[config.mk]
export PLATFORM = sky130hd
export DESIGN_NAME = id_ex_stage
export DESIGN_NICKNAME = d
export VERILOG_FILES = /design/src/rtl/id_ex_stage.sv
export SDC_FILE = /design/constraint.sdc
export NUM_CORES = 1
export LEC_CHECK = 0
export CORE_MARGIN = 2
export CORE_UTILIZATION = 30
export DETAILED_ROUTE_END_ITERATION = 16
export GPL_TIMING_DRIVEN = 1
export HOLD_SLACK_MARGIN = 0.1
export PLACE_DENSITY = 0.61
export REMOVE_ABC_BUFFERS = 1
export SLEW_MARGIN = 15
export SYNTH_ARGS = -nofsm -noshare
export SYNTH_HDL_FRONTEND = slang
export SYNTH_SLANG_ARGS = --single-unit
[constraint.sdc]
create_clock -name clock -period 2.72 [get_ports clock]
set_clock_uncertainty 0.1 [all_clocks]
set_input_delay 0.544 -clock clock [delete_from_list [all_inputs] [get_ports clock]]
set_output_delay 0.544 -clock clock [all_outputs]
set_load 0.01 [all_outputs]
[src/rtl/id_ex_stage.sv]
// -----------------------------------------------------------------------------
// id_ex_stage
// ID/EX pipeline register for the MIPS pipeline. Captures the decoded control
// word, operands and register specifiers of the instruction in ID. Detects
// load-use hazards (stalls the front end and inserts a bubble), applies
// branch/jump flushes from EX (remembering a flush that arrives during a hold),
// freezes on downstream holds, and counts load-use bubbles with saturation.
//
// Ports
//   clock, reset_n          rising-edge clock, async active-low reset
//   id_valid, id_ctrl       valid bit and control word of the ID instruction
//   id_rs/rt/rd             register specifiers
//   id_rdata1/2, id_imm     register-file read data, sign-extended immediate
//   id_pc4                  PC+4 of the ID instruction
//   flush                   kill the ID instruction (taken branch/jump in EX)
//   hold                    downstream stall, freeze this stage
//   ex_*                    registered copies of the accepted ID values
//   pc_write, ifid_write    front-end enables (combinational)
//   stall_cnt               saturating count of load-use bubbles
// -----------------------------------------------------------------------------
module id_ex_stage #(
    parameter int CW = 13,
    parameter int DW = 32
) (
    input  logic          clock,
    input  logic          reset_n,
    input  logic          id_valid,
    input  logic [CW-1:0] id_ctrl,
    input  logic [4:0]    id_rs,
    input  logic [4:0]    id_rt,
    input  logic [4:0]    id_rd,
    input  logic [DW-1:0] id_rdata1,
    input  logic [DW-1:0] id_rdata2,
    input  logic [DW-1:0] id_imm,
    input  logic [DW-1:0] id_pc4,
    input  logic          flush,
    input  logic          hold,
    output logic          ex_valid,
    output logic [CW-1:0] ex_ctrl,
    output logic [4:0]    ex_rs,
    output logic [4:0]    ex_rt,
    output logic [4:0]    ex_rd,
    output logic [DW-1:0] ex_rdata1,
    output logic [DW-1:0] ex_rdata2,
    output logic [DW-1:0] ex_imm,
    output logic [DW-1:0] ex_pc4,
    output logic          pc_write,
    output logic          ifid_write,
    output logic [15:0]   stall_cnt
);

    localparam int MEMRD_BIT = 5;

    logic        flushPend_r;
    logic        flushEff_s;
    logic        rtMatch_s;
    logic        loadUse_s;
    logic [15:0] cntNext_s;

    // Load-use detection: a load in EX whose destination feeds the ID instruction.
    always_comb begin
        flushEff_s = flush | flushPend_r;
        rtMatch_s  = (ex_rt == id_rs) || (ex_rt == id_rt);
        if (ex_valid && ex_ctrl[MEMRD_BIT] && (ex_rt != 5'd0) && id_valid &&
            !flushEff_s && rtMatch_s) begin
            loadUse_s = 1'b1;
        end else begin
            loadUse_s = 1'b0;
        end
    end

    // Front-end enables; a flush does not stall because fetch replaces the killed slot.
    always_comb begin
        pc_write   = ~(hold | loadUse_s);
        ifid_write = ~(hold | loadUse_s);
    end

    // Saturating increment of the bubble counter.
    always_comb begin
        if (stall_cnt == 16'hFFFF) begin
            cntNext_s = stall_cnt;
        end else begin
            cntNext_s = stall_cnt + 16'd1;
        end
    end

    // Remember a flush that arrives while frozen so it is applied once the hold releases.
    always_ff @(posedge clock or negedge reset_n) begin
        if (!reset_n) begin
            flushPend_r <= 1'b0;
        end else if (hold) begin
            if (flush) begin
                flushPend_r <= 1'b1;
            end else begin
                flushPend_r <= flushPend_r;
            end
        end else begin
            flushPend_r <= 1'b0;
        end
    end

    // Valid bit, control word and bubble counter; bubbles always zero the control word.
    always_ff @(posedge clock or negedge reset_n) begin
        if (!reset_n) begin
            ex_valid  <= 1'b0;
            ex_ctrl   <= {CW{1'b0}};
            stall_cnt <= 16'd0;
        end else if (hold) begin
            ex_valid  <= ex_valid;
            ex_ctrl   <= ex_ctrl;
            stall_cnt <= stall_cnt;
        end else if (flushEff_s) begin
            ex_valid  <= 1'b0;
            ex_ctrl   <= {CW{1'b0}};
            stall_cnt <= stall_cnt;
        end else if (loadUse_s) begin
            ex_valid  <= 1'b0;
            ex_ctrl   <= {CW{1'b0}};
            stall_cnt <= cntNext_s;
        end else begin
            ex_valid  <= id_valid;
            ex_ctrl   <= id_valid ? id_ctrl : {CW{1'b0}};
            stall_cnt <= stall_cnt;
        end
    end

    // Data and specifiers load whenever not held; their value under a bubble is ignored.
    always_ff @(posedge clock or negedge reset_n) begin
        if (!reset_n) begin
            ex_rs     <= 5'd0;
            ex_rt     <= 5'd0;
            ex_rd     <= 5'd0;
            ex_rdata1 <= {DW{1'b0}};
            ex_rdata2 <= {DW{1'b0}};
            ex_imm    <= {DW{1'b0}};
            ex_pc4    <= {DW{1'b0}};
        end else if (!hold) begin
            ex_rs     <= id_rs;
            ex_rt     <= id_rt;
            ex_rd     <= id_rd;
            ex_rdata1 <= id_rdata1;
            ex_rdata2 <= id_rdata2;
            ex_imm    <= id_imm;
            ex_pc4    <= id_pc4;
        end else begin
            ex_rs     <= ex_rs;
            ex_rt     <= ex_rt;
            ex_rd     <= ex_rd;
            ex_rdata1 <= ex_rdata1;
            ex_rdata2 <= ex_rdata2;
            ex_imm    <= ex_imm;
            ex_pc4    <= ex_pc4;
        end
    end

endmodule

# == Word-level counts from Yosys, hierarchy flattened ==
# Index checks and enable logic that the tools add are counted.
# totals
out_inout_bits,175
elab_cells,39
input_bits,161
reg_bits,174
# classes
n_addsub,1
bitwise_logic,6
eq_ne,4
reduce_logical,9
n_mux,8
# op_table
op,n
13-bit two-way mux,3
"16-bit by 1-bit adder with 16-bit output, second input constant",1
"16-bit equality test, second input constant",1
5-bit equality test,2
1-bit logical AND,5
1-bit two-way mux,5
5-bit nonzero test,1
1-bit inverter,4
4-bit AND reduction,1
"2-bit inequality test, second input constant",1
1-bit OR,2
1-bit zero test,1
1-bit logical OR,1

# == Depth between registers and ports, before layout ==
# depth
ltp_word,8
depth_mapped,7
depth_no_buf,6

# == Worst setup path after synthesis ==
# OpenSTA, ideal clock, no wires.
# synth_timing
path_type,input -> output
from,in id_rs[3]
to,out pc_write
stages,7
arrival_ns,1.756
required_time_ns,2.076
path_slack_ns,0.320
path_cell_list,xor2_1 > nor2_1 > a22oi_2 > buf_2 > nor2_1 > nor2_1 > buf_4
# synth_via
elab_chain_cells,6
# synth_lines
element,line_no,source
from (decl),29,"input logic [4:0] id_rs,"
5-bit equality test,63,rtMatch_s = (ex_rt == id_rs) || (ex_rt == id_rt);
1-bit logical OR,63,
1-bit logical AND,65,!flushEff_s && rtMatch_s) begin
1-bit two-way mux,64,if (ex_valid && ex_ctrl[MEMRD_BIT] && (ex_rt != 5'd0) && id_valid &&
1-bit OR,n/a,
1-bit inverter,n/a,
to (decl),47,"output logic pc_write,"
# Every way passes these cells.

# == Worst setup path after layout ==
# layout_timing
from,reg ex_rt[2]
to,out ifid_write
# layout_via
elab_chain_cells,8
word_cells_on_any_way,11
cone_classes,eq/ne: 2; mux: 1; bitwise: 2; reduce/logical: 6
# layout_lines
element,line_no,source
from (decl),41,"output logic [4:0] ex_rt,"
from (signal assigned),139,ex_rt <= id_rt;
from (signal assigned),147,ex_rt <= ex_rt;
5-bit nonzero test,64,
1-bit logical AND (3 in series),64,
1-bit logical AND *,65,
1-bit two-way mux *,64,
1-bit OR *,75,ifid_write = ~(hold | loadUse_s);
1-bit inverter *,75,
to (decl),48,"output logic ifid_write,"
# Every way passes the cells marked *; elsewhere a longest branch is shown, timed or not.

==> impl_metrics.csv <==
group,metric,value,unit
floorplanning,core-area,0.02257,mm²
critical_path,r2r_setup_slack,0.35,ns
final_layout,fin_area,0.01131,mm²
floorplanning,initial_core_util,0.3050,
sta,setup_ws,0.1136,ns
place,buffer_ports.inserted,335,
grt,antenna_found_initial,0,
final_layout,fin_nets,974,
final_layout,drive_above_1_share,0.2512,
power,power_frac_seq,0.428,
power,p_leak,4.685,nW
power,clockPowerShare,0.389,
worst_hold_path,min_path_cells,2,
critical_path,ff2ff_path_depth,5,
routing,drt-total-wl,18.92,mm
routing,vias,5037,
sta,hold-worst-slack,0.2916,ns
routing,wl_per_cell,17.06,µm
critical_path,r2r_end,"stall_cnt[1]",
final_layout,n_antenna_cell,0,
logic_synthesis,ys.flop_type,"dfrtp_1",
worst_hold_path,holdPathEnd,"flushPend_r",
logic_synthesis,synth.area.top_cells,"dfrtp_1 63%, mux2_2 23%, xor2_1 3.1%, nand2b_1 1.2%, clkbuf_1 1.0%",
sta,fin_crit_sh,0.9582,
sta,final-max-slew-violation-count,0,
power,power.switching,1.648,mW
power,pwr-share-comb,0.183,
critical_path,worstPathArrival,1.96,ns
logic_synthesis,syn_area,0.006885,mm²
final_layout,multi_input_area,0.002417,mm²
logic_synthesis,yosys_warnings,0,
floorplanning,chipHeight,155.5,µm
logic_synthesis,synth_area_leader_cell,"dfrtp_1",
final_layout,mostFrequentLayoutCells,"331 x clkdlybuf4s50_1, 174 x dfrtp_1, 143 x mux2_2",
logic_synthesis,async_flop_share,1.000,
grt,grt_max_degree,95,
cts,cts_buffers,17,
worst_hold_path,worstHoldStart,"hold",
power,power_density,605.8,mW/mm²
place,place_congestion,0.8392,
grt,grt_pass1_wl,29.95,mm
final_layout,final_cells,1109,
sta,rsz0062_at_grt,"false",
routing,drt_iter0_markers,129,
logic_synthesis,seq_area_frac_synth,0.6324,
logic_synthesis,synth_seq_cells,174,
cts,htree_levels,4,
worst_hold_path,hold_class,"input pin to flop",
floorplanning,row_count,55,
logic_synthesis,syn_area_per_cell,14.84,µm²
run_status,status,"complete, no violations",
sta,setup_violations,0,
power,netSwitchingFraction,0.2406,
power,finalPower,6.850,mW
power,internal_power,5.202,mW
cts,cts_tree,"built",
final_layout,final_core_util,0.5010,
sta,final.setup.tns,0,ns
sta,relSlewSlack,0.4206,
cts,root_buffer,"clkbuf_16",
sta,hold_viol,0,
job,maxCapViolCount,0,
logic_synthesis,synth_edf_count,0,
place,dp_hpwl,14.04,mm
final_layout,fillers,1967,
place,place_area,0.01066,mm²
routing,drt-vias-per-instance,4.542,
logic_synthesis,syn_inst,464,
grt,gr-total-overflow,0,
logic_synthesis,synthDistinctLibCells,34,
floorplanning,die_x,155.5,µm
floorplanning,pin_count,336,
routing,detail_route.drc_violations,0,
routing,drtPass1Iterations,4,
routing,final_antenna_net_count,0,
sta,period_minus_slack,2.606,ns
grt,grt_pass1_vias,5485,
place,place_inst,1076,
final_layout,seq_area,0.004354,mm²
critical_path,crit_fanout,2,
sta,tightest_slew,0.8661,ns
critical_path,crit_path_start_kind,"flop",
logic_synthesis,synth_top_area_share,0.6324,
cts,cts.path.max_buffers,2,
critical_path,crit_path_end_kind,"output pin",
critical_path,criticalPathCategory,"flop to output pin",
grt,track_usage,0.1582,
critical_path,r2r-start,"stall_cnt[8]",
critical_path,worstPathRequired,2.08,ns
cts,clk_pin_slew,0.07,ns
power,irDropWorstVdd,0.3754,mV
cts,worstSkewPairLatency,0.42,ns
sta,max_freq,0.3837,GHz
floorplanning,fp.dieArea,0.02418,mm²
cts,clkSinkCount,174,
final_layout,area_delta_synth_final,64.24,%
final_layout,layout_commonest_cell,"clkdlybuf4s50_1",
place,pre_cts_slack,-0.2040,ns
==> critical path, stage by stage, from the launching register on <==
cell and delay (ns):
dfrtp_1 0.38, or4_1 0.53, o2111a_1 0.29, inv_2 0.07
nor2_2 0.03, nor2_2 0.11, buf_2 0.14
==> repair_timing <==
| action | CTS | global route |
|---|---|---|
| resized for setup | 8 | 3 |
| pin swaps | 0 | 3 |
| hold buffers | 1 | 0 |
| buffers inserted | 0 | 1 |
| endpoints found under the setup margin | 2 | 2 |
| endpoints found under the hold margin | 43 | 0 |
==> power groups by stage <==
stage / registers (mW) / clock network (mW) / logic [mW]
finish: 2.93 / 2.66 / 1.26
global route: 2.96 / 2.89 / 1.34
CTS: 2.93 / 2.74 / 1.28
detailed placement: 2.98 / 0 / 1.28
global placement: 2.97 / 0 / 1.26
floorplan: 3.08 / 0 / 0.268
==> worst max path at each step <==
stage	from	end	slack [ns]	cells after the start
after floorplan	id_rs[3]	ifid_write	0.38	5
after global placement	id_rs[3]	ifid_write	-0.15	7
after detailed placement	id_rs[0]	pc_write	-0.20	7
after CTS	ex_rt[0]	pc_write	0.06	6
after global routing	ex_rt[2]	ifid_write	0.006	6
final	ex_rt[2]	ifid_write	0.11	6
==> cells by family (layout without fill, tap and decap cells) <==
| logic type | after synthesis | after routing | share of synthesized area |
|---|---|---|---|
| flip-flops | 174 | 174 | 0.6324 |
| buffers and inverters | 26 | 386 | 0.01726 |
| AO/OA/AOI/OAI | 19 | 19 | 0.01999 |
| adder cells (fa/ha/maj) | 1 | 1 | 0.001817 |
| XOR/XNOR | 25 | 25 | 0.03180 |
| AND/OR/NAND/NOR | 75 | 75 | 0.06070 |
| multiplexers | 144 | 144 | 0.2361 |
==> flip-flops by register name, indices dropped and copies added (netlist names), 5 cells and up <==
signal     count
ex_imm        32
ex_rdata1     32
ex_rd          5
ex_pc4        32
ex_ctrl       13
stall_cnt     16
ex_rs          5
ex_rt          5
ex_rdata2     32
==> cell usage after synthesis (2+ instances only) <==
cell type	count
nand3_1	7
buf_2	2
nor2_1	7
dfrtp_1	174
inv_1	2
nor4_2	2
nand4_1	4
nor4_1	4
xor2_1	24
nor3_1	10
buf_6	2
nand2_1	19
mux2_2	143
o21ai_0	14
clkbuf_1	19
nand2b_1	13
==> area by class of cell <==
| type | count | share of cell area |
|---|---|---|
| flip-flops and latches | 174 | 0.3850 |
| repair buffers | 353 | 0.3125 |
| multi-input cells | 264 | 0.2138 |
| clock buffers | 18 | 0.03884 |
| well taps | 285 | 0.03153 |
| clock inverters | 13 | 0.01770 |
| inverters | 2 | 0.0006639 |
==> per-layer routing <==
| layer | GRT usage | vias to the layer above | routed length, µm |
|---|---|---|---|
| li1 | - | 2313 | - |
| met1 | 0.1870 | 2480 | 7341 |
| met2 | 0.2604 | 211 | 9474 |
| met3 | 0.05710 | 33 | 1532 |
| met4 | 0.06815 | 0 | 567 |
| met5 | 0 | - | 0 |
Note: power is estimated with default switching activity, not from simulation.
